===== config.mk =====
export PLATFORM = sky130hd
export DESIGN_NAME = mdu_iterative
export DESIGN_NICKNAME = d
export VERILOG_FILES = /design/src/rtl/mdu_iterative.sv
export SDC_FILE = /design/constraint.sdc
export NUM_CORES = 1
export LEC_CHECK = 0
export ABC_AREA = 1
export CORE_MARGIN = 2
export CORE_UTILIZATION = 49
export DETAILED_ROUTE_END_ITERATION = 10
export GPL_TIMING_DRIVEN = 0
export PLACE_DENSITY = 0.72
export SLEW_MARGIN = 10
export SYNTH_ARGS = -nofsm -noshare
export SYNTH_HDL_FRONTEND = slang
export SYNTH_SLANG_ARGS = --single-unit

===== constraint.sdc =====
create_clock -name clk -period 6.6 [get_ports clk]
set_input_delay 1.32 -clock clk [delete_from_list [all_inputs] [get_ports clk]]
set_output_delay 1.32 -clock clk [all_outputs]
set_load 0.02 [all_outputs]

===== src/rtl/mdu_iterative.sv =====
// Iterative RV32M multiply/divide unit: radix-2 shift-add multiply and restoring divide,
// one step per clock, then a single write-back beat toward the register file.
module mdu_iterative #(
  parameter int unsigned DATA_WIDTH = 32,
  parameter int unsigned ADDR_WIDTH = 5
) (
  input  logic                  clk,
  input  logic                  reset,
  input  logic                  start,
  input  logic [2:0]            op,
  input  logic [DATA_WIDTH-1:0] rs1_val,
  input  logic [DATA_WIDTH-1:0] rs2_val,
  input  logic [ADDR_WIDTH-1:0] rd_addr,
  output logic                  stall,
  output logic                  busy,
  output logic                  wb_we,
  output logic [ADDR_WIDTH-1:0] wb_addr,
  output logic [DATA_WIDTH-1:0] wb_data
);
  localparam int unsigned DW    = DATA_WIDTH;
  localparam int unsigned PW    = 2 * DATA_WIDTH;
  localparam int unsigned CNT_W = (DW > 1) ? $clog2(DW) : 1;

  typedef enum logic [1:0] {IDLE = 2'd0, CALC = 2'd1, DONE = 2'd2} state_t;

  state_t                state_q, state_d;
  logic [CNT_W-1:0]      cnt_q, cnt_d;
  logic [2:0]            op_q, op_d;
  logic                  neg_q, neg_d, rneg_q, rneg_d;
  logic [DW-1:0]         m_q, m_d, hi_q, hi_d, lo_q, lo_d;
  logic [DW-1:0]         wb_data_q, wb_data_d;
  logic [ADDR_WIDTH-1:0] wb_addr_q, wb_addr_d;

  // Operand signedness, magnitudes and divide special cases
  logic          a_signed, b_signed, a_neg, b_neg, div0, ovf;
  logic [DW-1:0] a_mag, b_mag, min_neg;
  always_comb begin
    min_neg  = {1'b1, {(DW-1){1'b0}}};
    a_signed = (op == 3'd1) || (op == 3'd2) || (op == 3'd4) || (op == 3'd6);
    b_signed = (op == 3'd1) || (op == 3'd4) || (op == 3'd6);
    a_neg    = a_signed & rs1_val[DW-1];
    b_neg    = b_signed & rs2_val[DW-1];
    a_mag    = a_neg ? (~rs1_val + DW'(1)) : rs1_val;
    b_mag    = b_neg ? (~rs2_val + DW'(1)) : rs2_val;
    div0     = (rs2_val == '0);
    ovf      = !op[0] && (rs1_val == min_neg) && (rs2_val == '1);
  end

  // One iteration: {hi,lo} is the product accumulator or the remainder/quotient pair
  logic [DW:0]   mul_sum, div_sh;
  logic          div_ge;
  logic [DW-1:0] step_hi, step_lo, quo, rem;
  logic [PW-1:0] prod, prod_s;
  always_comb begin
    mul_sum = {1'b0, hi_q} + (lo_q[0] ? {1'b0, m_q} : '0);
    div_sh  = {hi_q, lo_q[DW-1]};
    div_ge  = (div_sh >= {1'b0, m_q});
    if (op_q[2]) begin
      step_hi = div_ge ? (div_sh[DW-1:0] - m_q) : div_sh[DW-1:0];
      step_lo = {lo_q[DW-2:0], div_ge};
    end else begin
      step_hi = mul_sum[DW:1];
      step_lo = {mul_sum[0], lo_q[DW-1:1]};
    end
    prod   = {step_hi, step_lo};
    prod_s = neg_q ? (~prod + PW'(1)) : prod;
    quo    = neg_q ? (~step_lo + DW'(1)) : step_lo;
    rem    = rneg_q ? (~step_hi + DW'(1)) : step_hi;
  end

  always_comb begin
    state_d   = state_q;
    cnt_d     = cnt_q;
    op_d      = op_q;
    neg_d     = neg_q;
    rneg_d    = rneg_q;
    m_d       = m_q;
    hi_d      = hi_q;
    lo_d      = lo_q;
    wb_addr_d = wb_addr_q;
    wb_data_d = wb_data_q;
    stall     = 1'b0;
    busy      = (state_q != IDLE);
    wb_we     = 1'b0;
    case (state_q)
      IDLE: begin
        stall = start;
        if (start) begin
          op_d      = op;
          wb_addr_d = rd_addr;
          cnt_d     = '0;
          hi_d      = '0;
          neg_d     = a_neg ^ b_neg;
          rneg_d    = a_neg;
          m_d       = op[2] ? b_mag : a_mag;
          lo_d      = op[2] ? a_mag : b_mag;
          state_d   = CALC;
          if (op[2] && div0) begin
            wb_data_d = op[1] ? rs1_val : '1;
            state_d   = DONE;
          end else if (op[2] && ovf) begin
            wb_data_d = op[1] ? '0 : rs1_val;
            state_d   = DONE;
          end
        end
      end
      CALC: begin
        stall = 1'b1;
        hi_d  = step_hi;
        lo_d  = step_lo;
        cnt_d = cnt_q + CNT_W'(1);
        if (cnt_q == CNT_W'(DW - 1)) begin
          state_d = DONE;
          case (op_q)
            3'd0:             wb_data_d = prod_s[DW-1:0];
            3'd1, 3'd2, 3'd3: wb_data_d = prod_s[PW-1:DW];
            3'd4, 3'd5:       wb_data_d = quo;
            default:          wb_data_d = rem;
          endcase
        end
      end
      DONE: begin
        wb_we   = (wb_addr_q != '0);
        state_d = IDLE;
      end
      default: state_d = IDLE;
    endcase
  end

  always_ff @(posedge clk or posedge reset) begin
    if (reset) begin
      state_q   <= IDLE;
      cnt_q     <= '0;
      op_q      <= '0;
      neg_q     <= 1'b0;
      rneg_q    <= 1'b0;
      m_q       <= '0;
      hi_q      <= '0;
      lo_q      <= '0;
      wb_addr_q <= '0;
      wb_data_q <= '0;
    end else begin
      state_q   <= state_d;
      cnt_q     <= cnt_d;
      op_q      <= op_d;
      neg_q     <= neg_d;
      rneg_q    <= rneg_d;
      m_q       <= m_d;
      hi_q      <= hi_d;
      lo_q      <= lo_d;
      wb_addr_q <= wb_addr_d;
      wb_data_q <= wb_data_d;
    end
  end

  assign wb_addr = wb_addr_q;
  assign wb_data = wb_data_q;

endmodule

==> metrics.md <==
| Metric | Value |
|---|---|
| Worst r2r dst | `wb_data[14]` |
| CTS H-tree depth | `4` |
| Vias per std cell | `6.06` |
| Max Cap Viol | `0` |
| Resized cells post-CTS | `0` |
| Layout filler cell count | `3811` |
| Clk sinks | `145` |
| Post-Route WL | `88.6 mm` |
| CTS Buffer Depth | `2` |
| Pins Over Slew Limit | `0` |
| Slew @ Worst Pin | `1240 ps` |
| WHS Path Cells | `2` |
| Core ar. | `0.0366 mm²` |
| Worst reg-to-reg setup slack | `1260 ps` |
| Post-CTS Setup Inserts | `0` |
| Drt drc | `0` |
| Setup crit end kind | `output pin` |
| Full die area | `0.0387 mm²` |
| Leading cell type in the layout, fill and taps excluded | `nand2_1` |
| Die width | `197 µm` |
| Syn Nets | `between 3000 and 4000` |
| Worst EP required | `~5300 ps` |
| Max-Slew Margin vs Limit | `about 17%` |
| Global route total overflow | `0` |
| Clock tree root driver cell | `clkbuf_16` |
| Die Y | `197 µm` |
| Post-layout util | `between 50% and 60%` |
| Post-route ant nets | `0` |
| RSZ-0062 raised after global routing | `no` |
| Cell variety after synth | `61` |
| Max incr delay on CP | `710 ps` |
| Share of layout cells above drive strength 1 | `under 10%` |
| R2r worst-path depth | `25` |
| Mapped Cells | `3095` |
| CP max FO | `10` |
| Min-Delay Path Class | `flip-flop to flip-flop` |
| Wire length per cell | `23.9 µm` |
| TritonRoute pass-1 iters | `9` |
| Initial antenna violation count | `0` |
| Number of global-route vias before repair | `21200` |
| Layout net count | `3376` |
| Seq/Total Area, Yosys | `20.0%` |
| Hold_sp | `wb_data[6]` |
| Synth Register Bits | `145` |
| Most frequent cells in the layout | `nand2_1 (894), inv_1 (471), nor2_1 (301), nand3_1 (216), o21ai_0 (203)` |
| CP Launch Type | `primary input` |
| GRT Overall Usage | `a little under half` |
| Period utilisation layout | `91.4%` |
| Share of the synthesized area in the top cell type | `20.0%` |
| Reg-to-Reg Start | `m_q[8]` |
| Clock latency on the worst-skew pair | `approximately 460 ps` |
| Initial Utilization | `49.7%` |
| Hold buffer count at cts | `0` |
| Post-DP HPWL | `73.0 mm` |
| Fin crit period | `6030 ps` |
| GPL Wtd Cong | `roughly 1.2` |
| Critical path type | `primary input to output pin` |
| Outcome | `finished, final reports clean` |
| Area contributors post-synth | `dfrtp_1 (20%), nand2_1 (18%), inv_1 (9.7%), nor2_1 (6.2%), nand3_1 (5.9%)` |
| Max frequency | `0.166 GHz` |
| Mapped Area | `0.0182 mm²` |
| Largest net degree at the start of global routing | `93` |
| Finish-stage setup viols | `0` |
| Initial DRC Count | `2881` |
| Clk_skew | `roughly 14 ps` |
| Crit-path cells | `clkdlybuf4s50_1 > nand2_1 > clkbuf_1 > clkinv_1 > nor2_1 > inv_1 > clkbuf_1 > clkdlybuf4s50_1` |
| FP Rows | `70` |
| Total CTS buffers | `17` |
| Vias | `22500` |
| Yosys top cell by area | `dfrtp_1` |
| First-pass GRT wire length | `131 mm` |
| Final Hold Viols | `0` |
| Boundary Pins | `115` |
| Critical Path AT | `4710 ps` |
| Synth Warn # | `0` |
| CTS tree | `yes` |
| Clk slew on worst S/H paths | `approximately 70 ps` |
| Hold endpoint | `wb_data[6]` |
| CP max-delay cell | `clkdlybuf4s50_1` |
| Layout area overhead | `12.9%` |
| Avg Inst Size Synth | `5.88 µm²` |
| # port buffers | `113` |
| Antenna Cells | `0` |
==> cells in the mapped netlist (all sizes together) <==
cell type  number
clkbuf         73
o2111ai         1
xnor2           7
o221ai         25
nand3         243
buf            33
nor4           11
a31o            1
o211ai          9
o21ai         238
a21boi          7
nand2         927
dfrtp         145
nor2          340
nand3b          5
nand4          63
a31oi          22
a21o            1
and2            4
inv           497
or2            19
o21a            3
a22o            2
nor3           45
a41oi           1
xor2           81
fa              2
o31ai           3
ha             71
o22ai          32
or3             1
o22a            1
a221oi          9
o21bai          4
maj3           13
a22oi           6
a21oi         141
clkinv          6
a41o            1
o311ai          2
==> per-layer routing <==
metal | GRT usage, % | wire [µm] | vias to the layer above
met5 | 0 | 0 | -
met4 | 36.1 | 8340 | 0
met3 | 10.5 | 9490 | 382
met2 | 71.9 | 38300 | 1514
met1 | 54.4 | 32500 | 10300
li1 | - | - | 10300
==> cell families (layout without fill, tap and decap cells) <==
| kind of cell | after synthesis | count (layout) | share of synthesized area [%] |
|---|---|---|---|
| compound gates | 509 | 509 | 16.0 |
| fa+ha+maj | 86 | 86 | 5.82 |
| simple gates | 1658 | 1658 | 40.8 |
| xor+xnor | 88 | 88 | 4.24 |
| buf+inv | 609 | 755 | 13.2 |
| flops | 145 | 145 | 20.0 |
==> how the worst max path moves through the flow <==
stage               startpoint       end  slack (ps)  depth (start not counted)
floorplan                reset  cnt_q[0]        1390                          1
global placement         reset  hi_q[27]        -660                          2
finish                   start     stall         570                          8
CTS                      start     stall         720                          8
detailed placement       start     stall         730                          8
global route             start     stall         460                          8
==> state kept, by name, summed over array words and instances (netlist names) <==
| name | cells |
|---|---|
| op_q | 3 |
| wb_data | 32 |
| wb_addr | 5 |
| hi_q | 32 |
| lo_q | 32 |
| state_q | 2 |
| m_q | 32 |
| cnt_q | 5 |
| rneg_q | 1 |
| neg_q | 1 |
==> critical path: cells and delay by family <==
family,cells,cell delay (ps)
buf+inv,6,2730
simple gates,2,640
==> final cells by class <==
type	instances	area, µm²	share of cell area [%]
multi-input cells	2341	12200	59.2
flip-flops and latches	145	3630	17.7
inverters	503	1900	9.23
repair buffers	114	1160	5.64
well taps	468	586	2.85
plain buffers	106	505	2.46
clock buffers	20	457	2.22
clock inverters	12	146	0.713
==> per-stage QoR <==
stage | std cells | hold slack, ps | instance area (µm²) | setup slack, ps | TNS (ps)
final | 3709 | 482 | 20500 | 566 | 0
after global routing | 3709 | 501 | 20500 | 461 | 0
after CTS | 3709 | 484 | 20500 | 721 | 0
after detailed placement | 3677 | 466 | 19900 | 726 | 0
after global placement | 3676 | 465 | 19900 | -659 | -92490
after floorplan | 3095 | 454 | 18200 | 1390 | 0
Power is not shown: default switching activity piles up to over one toggle a cycle in this logic, so the estimate is an artifact.
